--- src/rtl/imem_boot_pkg.sv ---
// imem_boot_pkg: shared loader state encoding and frame constants.
package imem_boot_pkg;
  typedef enum logic [2:0] {LEN_HI, LEN_LO, DATA, DONE, ERR} state_t;
  localparam int BYTES_PER_WORD = 4;
  localparam int LEN_BYTES = 2;
endpackage

--- src/rtl/imem_boot_loader_byte_packer.sv ---
// byte_packer: shifts stream bytes into a big-endian word, flags the 4th byte.
module byte_packer
  import imem_boot_pkg::*;
(
  input  logic        clk,
  input  logic        rst_n,
  input  logic        en,
  input  logic [7:0]  data,
  output logic [31:0] word,
  output logic        word_valid
);
  logic [1:0]  cnt;
  logic [23:0] sr;
  assign word_valid = en && cnt == 2'(BYTES_PER_WORD - 1);
  // The current byte completes the word combinationally so it can be registered on the same edge.
  assign word = {sr, data};
  always_ff @(posedge clk or negedge rst_n)
    if (!rst_n) begin
      cnt <= '0;
      sr  <= '0;
    end else if (en) begin
      cnt <= word_valid ? '0 : cnt + 2'd1;
      sr  <= {sr[15:0], data};
    end
endmodule

--- src/rtl/imem_boot_loader.sv ---
// imem_boot_loader: loads a length-prefixed byte stream into instruction memory,
// holding the core in reset until the image is complete.
module imem_boot_loader
  import imem_boot_pkg::*;
#(
  parameter int INST_WIDTH = 32,
  parameter int ADDR_WIDTH = 8
) (
  input  logic                  clk,
  input  logic                  rst_n,
  input  logic                  byte_valid,
  input  logic [7:0]            byte_data,
  output logic                  byte_ready,
  output logic                  imem_we,
  output logic [ADDR_WIDTH-1:0] imem_addr,
  output logic [INST_WIDTH-1:0] imem_wdata,
  output logic                  cpu_rst_n,
  output logic                  done,
  output logic                  err
);
  localparam int DEPTH = 2 ** ADDR_WIDTH;
  state_t state, next;
  logic [7:0] len_hi;
  logic [15:0] len, n;
  logic [ADDR_WIDTH-1:0] idx;
  logic accept, word_valid, last;
  logic [31:0] word;
  assign accept = byte_valid & byte_ready;
  assign n = {len_hi, byte_data};
  assign last = 32'(idx) + 32'd1 == 32'(len);
  byte_packer u_packer (
    .clk(clk), .rst_n(rst_n), .en(accept && state == DATA), .data(byte_data),
    .word(word), .word_valid(word_valid)
  );
  always_ff @(posedge clk or negedge rst_n)
    if (!rst_n) state <= LEN_HI;
    else state <= next;
  always_comb begin
    next = state;
    case (state)
      LEN_HI: next = accept ? LEN_LO : LEN_HI;
      LEN_LO: next = !accept ? LEN_LO : n == 16'd0 ? DONE : 32'(n) > DEPTH ? ERR : DATA;
      DATA:   next = word_valid && last ? DONE : DATA;
      default: next = state;
    endcase
  end
  always_ff @(posedge clk or negedge rst_n)
    if (!rst_n) begin
      len_hi     <= '0;
      len        <= '0;
      idx        <= '0;
      byte_ready <= 1'b0;
      imem_we    <= 1'b0;
      imem_addr  <= '0;
      imem_wdata <= '0;
      done       <= 1'b0;
      err        <= 1'b0;
      cpu_rst_n  <= 1'b0;
    end else begin
      if (accept && state == LEN_HI) len_hi <= byte_data;
      if (accept && state == LEN_LO) len <= n;
      byte_ready <= next inside {LEN_HI, LEN_LO, DATA};
      imem_we    <= word_valid;
      if (word_valid) begin
        imem_addr  <= idx;
        imem_wdata <= word;
        idx        <= idx + 1'b1;
      end
      done      <= done | (next == DONE);
      err       <= err | (next == ERR);
      // Lags done by one edge so the last write lands before the core runs.
      cpu_rst_n <= done;
    end
endmodule

--- config.mk ---
export PLATFORM = sky130hd
export DESIGN_NAME = imem_boot_loader
export DESIGN_NICKNAME = d
export VERILOG_FILES = /design/src/rtl/imem_boot_pkg.sv /design/src/rtl/imem_boot_loader_byte_packer.sv /design/src/rtl/imem_boot_loader.sv
export SDC_FILE = /design/constraint.sdc
export NUM_CORES = 1
export LEC_CHECK = 0
export CAP_MARGIN = 20
export CORE_MARGIN = 2
export CORE_UTILIZATION = 35
export CTS_CLUSTER_SIZE = 8
export DETAILED_ROUTE_END_ITERATION = 8
export GPL_TIMING_DRIVEN = 0
export REMOVE_ABC_BUFFERS = 1
export SLEW_MARGIN = 10
export SYNTH_ARGS = -nofsm -noshare
export SYNTH_HDL_FRONTEND = slang
export SYNTH_SLANG_ARGS = --single-unit
--- constraint.sdc ---
create_clock -name clk -period 3.9 [get_ports clk]
set_clock_uncertainty 0.05 [all_clocks]
set_input_delay 0.39 -clock clk [delete_from_list [all_inputs] [get_ports clk]]
set_output_delay 0.39 -clock clk [all_outputs]
set_load 0.02 [all_outputs]
==> results of run 1 <==
## per-layer routing
metal	part of all wire (%)	GRT usage, %
met1	46	17.45
met2	50	23.90
met3	3.3	4.812
met5	0	0
met4	0.94	3.651
## cell families after synthesis
kind of cell | Yosys count | synth area share, %
simple gates | 164 | 16.14
flops | 106 | 60.45
mux | 48 | 12.29
compound gates | 27 | 4.619
buf+inv | 26 | 2.538
xor+xnor | 17 | 3.393
fa+ha+maj | 2 | 0.5702
## worst min-delay path by stage
stage	slack, ns	depth (start not counted)	to
after global routing	0.39	0	cpu_rst_n
after floorplan	0.04	0	byte_ready
after global placement	0.35	0	cpu_rst_n
final	0.37	0	cpu_rst_n
after detailed placement	0.31	1	imem_addr[7]
after CTS	0.38	0	cpu_rst_n
## synthesized netlist by cell type (2+ instances only)
cell type	number
o21ai_0	5
xor2_1	9
a21boi_1	2
ha_1	2
nand3_1	4
or4_1	4
a41o_1	2
buf_2	5
nor4_1	3
dfrtp_1	106
clkbuf_1	10
mux2_2	47
nor3_1	4
nand2_1	130
nand4_1	3
nor2_1	6
a31o_2	4
inv_1	7
xnor2_1	8
a21oi_1	3
buf_4	2
## power by group through the flow
stage	Clock (W)	Sequential (W)	Combinational, W
6_report	0.000917	0.00140	0.000477
5_1_grt	0.00100	0.00143	0.000530
4_1_cts	0.000950	0.00140	0.000485
3_5_place_dp	0	0.00143	0.000482
3_3_place_gp	0	0.00141	0.000462
2_1_floorplan	0	0.00140	0.000333
## placed cells by master (no fill, tap or decap), types with 2 or more instances in the layout
cell type / netlist / routed
nand2_1: 130 / 130
dfrtp_1: 106 / 106
clkdlybuf4s50_1: 0 / 54
mux2_2: 47 / 47
xor2_1: 9 / 9
clkbuf_16: 0 / 9
xnor2_1: 8 / 8
inv_1: 7 / 7
nor2_1: 6 / 6
o21ai_0: 5 / 5
or4_1: 4 / 4
a31o_2: 4 / 4
nor3_1: 4 / 4
a21oi_1: 3 / 3
nand3_1: 4 / 3
nand4_1: 3 / 3
nor4_1: 3 / 3
a21boi_1: 2 / 2
a41o_1: 2 / 2
ha_1: 2 / 2
clkinvlp_4: 0 / 2
## area by class of cell
cell class | instances | area [um^2]
fillers | 1174 | 6659
flip-flops and latches | 106 | 2653
multi-input cells | 258 | 1629
repair buffers | 59 | 624.3
clock buffers | 11 | 242.7
well taps | 168 | 210.2
clock inverters | 5 | 62.56
inverters | 8 | 31.28
## worst reg2reg max path, cell delays in order (launching register included)
cell,delay (ns)
dfrtp_1,0.44
nor4bb_1,0.41
nand3_2,0.37
buf_12,0.31
or3_1,0.41
a211oi_2,0.26
a41o_1,0.22
## registers in the layout, indices dropped and copies added, names as in the netlist
signal	flops
imem_wdata	32
u_packer.sr	24
len	16
idx	8
imem_addr	8
len_hi	8
state	3
u_packer.cnt	2
byte_ready	1
cpu_rst_n	1
done	1
err	1
imem_we	1
## per-stage QoR
step	util [%]	setup TNS, ns	hold WS (ns)	power [W]
6_report	45.02	0	0.3710	0.002798
5_1_grt	45.02	0	0.3877	0.002964
4_1_cts	45.02	0	0.3766	0.002839
3_5_place_dp	42.42	0	0.3142	0.001907
3_3_place_gp	41.84	-203.19	0.3547	0.001876
2_1_floorplan	-	0	0.04441	0.001738
## timing repair
action | 4_1_cts | 5_1_grt
hold buffers | 1 | 0
endpoints found under the hold margin | 48 | 0
resized for setup | 0 | 0
==> flow_metrics.env, run 1 <==
export IMPL_critical_path_class="in -> reg"
export IMPL_synth_seq_cells=106
export IMPL_reg2reg_depth=6
export IMPL_post_place_ws_ns=0.9059
export IMPL_dpl_cell_area_um2=5137
export IMPL_async_reset_ff_share_pct=100.0
export IMPL_p_int_w=0.002055
export IMPL_coreArea_um2=12110
export IMPL_hold_viol=0
export IMPL_grt_ovfl_total=0
export IMPL_yosys_area_top_type="dfrtp_1"
export IMPL_maxSlewViolCount=0
export IMPL_drt_iter0_drc=145
export IMPL_synth_area_um2=4388
export IMPL_syn_to_final_growth_pct=24.27
export IMPL_grt_max_degree=59
export IMPL_synth_warnings=0
export IMPL_critical_path_required_ns=4.13
export IMPL_crit_path_start="byte_valid"
export IMPL_layout_min_cycle_time_ns=2.568
export IMPL_cts_buffer_depth=2
export IMPL_synth_main_ff_cell="dfrtp_1"
export IMPL_hpwl_um=5848
export IMPL_gr_usage_all_layers_pct=14.14
export IMPL_netlist_instances=390
export IMPL_cp_endpoint="done"
export IMPL_cp_num_cells=7
export IMPL_critPathMaxStageDelay_ns=0.50
export IMPL_post_route_period_util_pct=65.85
export IMPL_placementRows=40
export IMPL_ioPinCount=56
export IMPL_status="complete, no violations"
export IMPL_fp_dieH_um=116.0
export IMPL_yosys_top_cells_area="dfrtp_1 (60%), mux2_2 (12%), nand2_1 (11%)"
export IMPL_drt_total_wl_um=8703
export IMPL_cts_sinks=106
export IMPL_critPathTopFamily="simple AND/OR/NAND/NOR gates"
export IMPL_power_density_nw_per_um2=513.2
export IMPL_io_buffers=55
export IMPL_maxSlewHeadroom_pct=54.48
export IMPL_pwr_share_comb_pct=17.0
export IMPL_globalplace_congestion=0.7971
export IMPL_pwr_share_clk_pct=32.8
export IMPL_hold_start="done"
export IMPL_final_area_um2=5453
export IMPL_cts_root_buf="clkbuf_16"
export IMPL_postRouteAntennaNets=0
export IMPL_viasPerCell=4.750
export IMPL_setup_ws_ns=1.332
export IMPL_cp_start_kind="input port"
export IMPL_r2r_end="done"
export IMPL_p_seq_share_pct=50.2
export IMPL_dp_cells=598
export IMPL_grt_pass1_wl_um=14610
export IMPL_synth_top_area_share_pct=60.45
export IMPL_yosysSeqAreaShare_pct=60.45
export IMPL_cts_buffers=9
export IMPL_synth_edf_count=0
export IMPL_dr_total_vias=2921
export IMPL_drc=0
export IMPL_worst_path_buf_inv=2
export IMPL_insertion_delay_ns=0.34
export IMPL_rrSetupSlack_ns=1.38
export IMPL_dr_pass1_iters=4
export IMPL_final_cell_count_no_fill=615
export IMPL_htree_levels=3
export IMPL_grt_pass1_vias=3013
export IMPL_die_area_um2=13450
export IMPL_cts_tree="built"
export IMPL_power_switching_w=0.0007428
export IMPL_syn_area_per_cell_um2=11.25
export IMPL_postCtsSetupBuffers=0
export IMPL_ys_types=45
export IMPL_setup_viol=0
export IMPL_antenna_cells=0
export IMPL_fin_nets=455
export IMPL_antenna_found_initial=0
export IMPL_cts_clk_slew_worst_paths_ns=0.07
export IMPL_ir_worst_vdd_mv=0.2372
export IMPL_start_util_pct=36.23
export IMPL_tightestPinTransition_ns=0.6802
export IMPL_hp_class="reg -> reg"
export IMPL_worstReg2RegStart="state[0]"
export IMPL_p_leak_nw=2.621
export IMPL_max_freq_ghz=0.3894
export IMPL_fp_dieW_um=116.0
export IMPL_slowest_stage="clkdlybuf4s50_1"
export IMPL_path_cells="clkdlybuf4s50_1 > nor4bb_1 > nand3_2 > buf_12 > or3_1 > a211oi_2 > a41o_1"
export IMPL_critPathArrivalTime_ns=2.80
export IMPL_drive_above_1_share_pct=17.67
export IMPL_max_cap_violations=0
export IMPL_wl_per_cell_um=14.15
export IMPL_endpoint_kind="flop"
export IMPL_rsz0062_at_grt="no"
export IMPL_cp_max_fo=37
export IMPL_p_sw_share_pct=26.55
(Power assumes the default switching activity.)
==> run 2: changes to the inputs <==
==> constraint.sdc (replaced) <==
create_clock -name clk -period 2.5 [get_ports clk]
set_clock_uncertainty 0.05 [all_clocks]
set_input_delay 0.25 -clock clk [delete_from_list [all_inputs] [get_ports clk]]
set_output_delay 0.25 -clock clk [all_outputs]
set_load 0.02 [all_outputs]
==> run 2 against run 1 <==
Effect of this change: combinational power increased by 56%; sequential power increased by 56%; worst setup slack got worse by 1.1 ns; count of clock-buffer cells in the layout unchanged; die area unchanged; sequential share of layout area decreased by 0.067 points; global-route usage about the same; flip-flop and latch count unchanged; critical path depth decreased by 1; cell count increased by 0.16%; via count increased by 0.65%; largest cell class unchanged; largest power group unchanged.
==> flow_metrics.env, run 2 (same netlist as run 1, synthesis figures left out) <==
export IMPL_hold_viol=0
export IMPL_critical_path_class="reg -> reg"
export IMPL_syn_to_final_growth_pct=24.44
export IMPL_dr_total_vias=2940
export IMPL_p_leak_nw=2.626
export IMPL_cp_start_kind="flop"
export IMPL_worstReg2RegStart="state[0]"
export IMPL_htree_levels=3
export IMPL_grt_max_degree=59
export IMPL_ir_worst_vdd_mv=0.3698
export IMPL_cts_sinks=106
export IMPL_cts_repair_resized=0
export IMPL_m1WireLength_um=4005
export IMPL_hp_class="in -> async"
export IMPL_multi_input_area_um2=1629
export IMPL_max_freq_ghz=0.4474
export IMPL_nFillCells=1174
export IMPL_highest_layer="met4"
export IMPL_cts_tree="built"
export IMPL_placementRows=40
export IMPL_rrSetupSlack_ns=0.26
export IMPL_max_cap_violations=0
export IMPL_grt_ovfl_total=0
export IMPL_maxSlewHeadroom_pct=54.61
export IMPL_maxSlewViolCount=0
export IMPL_final_cell_mix="nand2_1 (130), dfrtp_1 (106), clkdlybuf4s50_1 (54)"
export IMPL_post_route_period_util_pct=89.40
export IMPL_cp_max_fo=37
export IMPL_setup_ws_ns=0.2650
export IMPL_postRouteAntennaNets=0
export IMPL_gr_usage_all_layers_pct=14.16
export IMPL_final_common_cell="nand2_1"
export IMPL_antenna_found_initial=0
export IMPL_final_seq_area_um2=2653
export IMPL_drc=0
export IMPL_rsz0062_at_grt="no"
export IMPL_cts_clk_slew_worst_paths_ns=0.07
export IMPL_ioPinCount=56
export IMPL_r2r_end="done"
export IMPL_drt_total_wl_um=8717
export IMPL_insertion_delay_ns=0.34
export IMPL_cts_root_buf="clkbuf_16"
export IMPL_viasPerCell=4.773
export IMPL_critical_path_required_ns=2.73
export IMPL_start_util_pct=36.23
export IMPL_post_place_ws_ns=-0.3541
export IMPL_drive_above_1_share_pct=17.86
export IMPL_fin_nets=456
export IMPL_layout_min_cycle_time_ns=2.235
export IMPL_finish_utilization_pct=45.08
export IMPL_endpoint_kind="flop"
export IMPL_grt_pass1_vias=3018
export IMPL_status="complete, no violations"
export IMPL_coreArea_um2=12110
export IMPL_hpwl_um=5848
export IMPL_met2_length_um=4341
export IMPL_power_density_nw_per_um2=800.0
export IMPL_globalplace_congestion=0.7971
export IMPL_die_area_um2=13450
export IMPL_largest_registers="imem_wdata: 32 flops, u_packer.sr: 24 flops, len: 16 flops"
export IMPL_largest_reg_flops=32
export IMPL_antenna_cells=0
export IMPL_critPathArrivalTime_ns=2.46
export IMPL_regMostFlops="imem_wdata"
export IMPL_dr_pass1_iters=4
export IMPL_setup_viol=0
export IMPL_cts_buffer_depth=2
export IMPL_cts_buffers=9
export IMPL_fp_dieW_um=116.0
export IMPL_reg2reg_depth=6
export IMPL_fin_total_pwr_w=0.004368
export IMPL_grt_pass1_wl_um=14630
export IMPL_wl_per_cell_um=14.15
export IMPL_io_buffers=55
export IMPL_wl_met3_um=287
export IMPL_timing_hold_ws_ns=0.3661
export IMPL_drt_iter0_drc=131
export IMPL_fp_dieH_um=116.0
export IMPL_tightestPinTransition_ns=0.6783
-- run 2: power by group --
part           leakage, nW  total [W]  internal [W]  switching, W
clock network        0.142    0.00143      0.000810      0.000622
logic                 1.07   0.000746      0.000413      0.000333
registers             1.41    0.00219       0.00198      0.000207
total                 2.63    0.00437       0.00321       0.00116
-- run 2: what timing repair did --
action,4_1_cts,5_1_grt
hold buffers,1,0
setup buffers,1,0
setup endpoints to repair,3,0
hold endpoints to repair,48,0
-- run 2: worst max-delay path, stage by stage, from the launching register on --
cell and delay (ns):
dfrtp_1 0.44, nor4bb_1 0.41, nand3_2 0.18, buf_12 0.21, or3_1 0.40, a211oi_2 0.26
a41o_1 0.21
-- run 2: worst max path at each step --
stage          slack, ns  cells past startpoint       startpoint              to
2_1_floorplan      -0.61                      5  u_packer.cnt[0]          idx[3]
3_3_place_gp       -2.84                      1            rst_n  imem_wdata[22]
3_5_place_dp       -0.35                      7       byte_valid            done
4_1_cts             0.23                      6         state[0]            done
5_1_grt             0.08                      6         state[0]            done
6_report            0.26                      6         state[0]            done
-- run 2: area by class of cell --
class                           count  share of cell area (%)
Sequential cell                   106                   48.58
Multi-Input combinational cell    258                   29.83
Timing Repair Buffer               60                   11.57
Clock buffer                       11                   4.445
Tap cell                          168                   3.850
Clock inverter                      5                   1.146
Inverter                            8                  0.5729
-- run 2: per-layer routing --
| layer | up-vias | global-route usage, % |
|---|---|---|
| met5 | - | 0 |
| met2 | 48 | 23.98 |
| met3 | 10 | 4.812 |
| met1 | 1470 | 17.45 |
| met4 | 0 | 3.651 |
| li1 | 1412 | - |
-- run 2: through the flow --
step	TNS [ns]	cell area [um^2]	std cells
after floorplan	-21.98	4307	372
after global placement	-403.33	5067	595
after detailed placement	-1.165	5137	598
after CTS	0	5460	616
after global routing	0	5460	616
final	0	5460	616
==> run 3: changes to the inputs <==
--- a/config.mk
+++ b/config.mk
@@ -12,7 +12,6 @@
 export DETAILED_ROUTE_END_ITERATION = 8
 export GPL_TIMING_DRIVEN = 0
 export REMOVE_ABC_BUFFERS = 1
-export SLEW_MARGIN = 10
 export SYNTH_ARGS = -nofsm -noshare
 export SYNTH_HDL_FRONTEND = slang
 export SYNTH_SLANG_ARGS = --single-unit
==> run 3 against run 2 <==
Effect of this change: power is 2.0% lower; register-to-register slack barely moved; maximum frequency grew 0.46%; combinational power is essentially flat; sequential share of layout area fell by 0.078 points; utilization rose by 0.072 points; routed wire length fell by 0.62%; first-iteration DRC count up 23%; critical path type unchanged; critical endpoint unchanged.
==> flow_metrics.env, run 3 (same netlist as run 1, synthesis figures left out) <==
export IMPL_insertion_delay_ns=0.34
export IMPL_critPathArrivalTime_ns=2.45
export IMPL_cts_root_buf="clkbuf_16"
export IMPL_cts_buffer_depth=2
export IMPL_cp_start_kind="flop"
export IMPL_rsz0062_at_grt="no"
export IMPL_grt_pass1_wl_um=14570
export IMPL_final_cell_mix="nand2_1 (130), dfrtp_1 (106), clkdlybuf4s50_1 (54)"
export IMPL_power_density_nw_per_um2=782.8
export IMPL_worstReg2RegStart="state[0]"
export IMPL_max_freq_ghz=0.4495
export IMPL_drt_total_wl_um=8663
export IMPL_critPathMaxStageDelay_ns=0.44
export IMPL_cts_buffers=9
export IMPL_hp_class="reg -> reg"
export IMPL_final_seq_area_um2=2653
export IMPL_endpoint_kind="flop"
export IMPL_placementRows=40
export IMPL_antenna_found_initial=0
export IMPL_drive_above_1_share_pct=18.04
export IMPL_hold_start="done"
export IMPL_reg2reg_depth=6
export IMPL_fp_dieH_um=116.0
export IMPL_path_cells="nor4bb_1 > nand3_2 > buf_12 > or3_1 > a211oi_2 > a41o_1"
export IMPL_grt_ovfl_total=0
export IMPL_max_cap_violations=0
export IMPL_grt_pass1_vias=3024
export IMPL_regMostFlops="imem_wdata"
export IMPL_ir_worst_vdd_mv=0.3312
export IMPL_nFillCells=1191
export IMPL_cp_max_fo=37
export IMPL_coreArea_um2=12110
export IMPL_grt_max_degree=59
export IMPL_drc=0
export IMPL_setup_ws_ns=0.2752
export IMPL_post_route_period_util_pct=88.99
export IMPL_gr_usage_all_layers_pct=13.92
export IMPL_dr_pass1_iters=4
export IMPL_largest_registers="imem_wdata: 32 flops, u_packer.sr: 24 flops, len: 16 flops"
export IMPL_tns_ns=0
export IMPL_viasPerCell=4.716
export IMPL_ioPinCount=56
export IMPL_p_leak_nw=2.630
export IMPL_wl_per_cell_um=14.04
export IMPL_final_common_cell="nand2_1"
export IMPL_fp_dieW_um=116.0
export IMPL_multi_input_area_um2=1629
export IMPL_rrSetupSlack_ns=0.28
export IMPL_maxSlewHeadroom_pct=53.05
export IMPL_slowest_stage="dfrtp_1"
export IMPL_maxSlewViolCount=0
export IMPL_largest_reg_flops=32
export IMPL_postRouteAntennaNets=0
export IMPL_critical_path_class="reg -> reg"
export IMPL_start_util_pct=36.23
export IMPL_cts_sinks=106
export IMPL_fin_total_pwr_w=0.004281
export IMPL_globalplace_congestion=0.7971
export IMPL_antenna_cells=0
export IMPL_r2r_end="done"
export IMPL_layout_min_cycle_time_ns=2.225
export IMPL_status="complete, no violations"
export IMPL_fin_nets=457
export IMPL_htree_levels=3
export IMPL_hold_depth=0
export IMPL_post_place_ws_ns=-0.3246
export IMPL_hold_viol=0
export IMPL_cts_clk_slew_worst_paths_ns=0.07
export IMPL_tightestPinTransition_ns=0.7017
export IMPL_critical_path_required_ns=2.73
export IMPL_cts_repair_resized=0
export IMPL_worstHoldEndpoint="cpu_rst_n"
export IMPL_die_area_um2=13450
export IMPL_io_buffers=55
export IMPL_cts_tree="built"
export IMPL_hpwl_um=5950
export IMPL_dr_total_vias=2910
export IMPL_setup_viol=0
export IMPL_drt_iter0_drc=161
export IMPL_syn_to_final_growth_pct=24.64
[run 3: power by group]
part	total [W]	internal [W]	switching, W
registers	0.00219	0.00198	0.000206
logic	0.000749	0.000414	0.000336
clock network	0.00134	0.000714	0.000628
[run 3: through the flow]
stage	hold WS, ns	std cells	util, %	cell area, um^2
floorplan	-0.09559	372	-	4307
global placement	0.3547	595	41.84	5067
detailed placement	0.2733	599	42.64	5165
CTS	0.3801	617	45.16	5469
global route	0.3886	617	45.16	5469
finish	0.3701	617	45.16	5469
[run 3: critical path: cells and delay by family, from the launching register on]
family / cells / cell delay [ns]
flops: 1 / 0.44
buf+inv: 1 / 0.21
simple gates: 3 / 0.97
compound gates: 2 / 0.47
[run 3: repair_timing]
item                                   in CTS  in global routing
hold buffers                                1                  0
buffers inserted                            1                  0
setup endpoints to repair                   3                  0
endpoints found under the hold margin      48                  0
[run 3: area by class of cell]
class                   count  area share [%]
well taps                 168           3.844
flip-flops and latches    106           48.50
clock buffers              10           4.370
repair buffers             61           12.08
clock inverters             6          0.8694
inverters                   8          0.5491
multi-input cells         258           29.79
[run 3: how the worst max path moves through the flow]
stage,to,startpoint
2_1_floorplan,idx[3],u_packer.cnt[0]
3_3_place_gp,imem_wdata[22],rst_n
3_5_place_dp,done,byte_valid
4_1_cts,done,state[2]
5_1_grt,done,state[2]
6_report,done,state[0]
[run 3: routing by layer]
metal	GRT usage, %	wire length [um]
met1	16.94	3890
met4	4.206	97
met3	3.504	283
met5	0	0
met2	24.44	4391
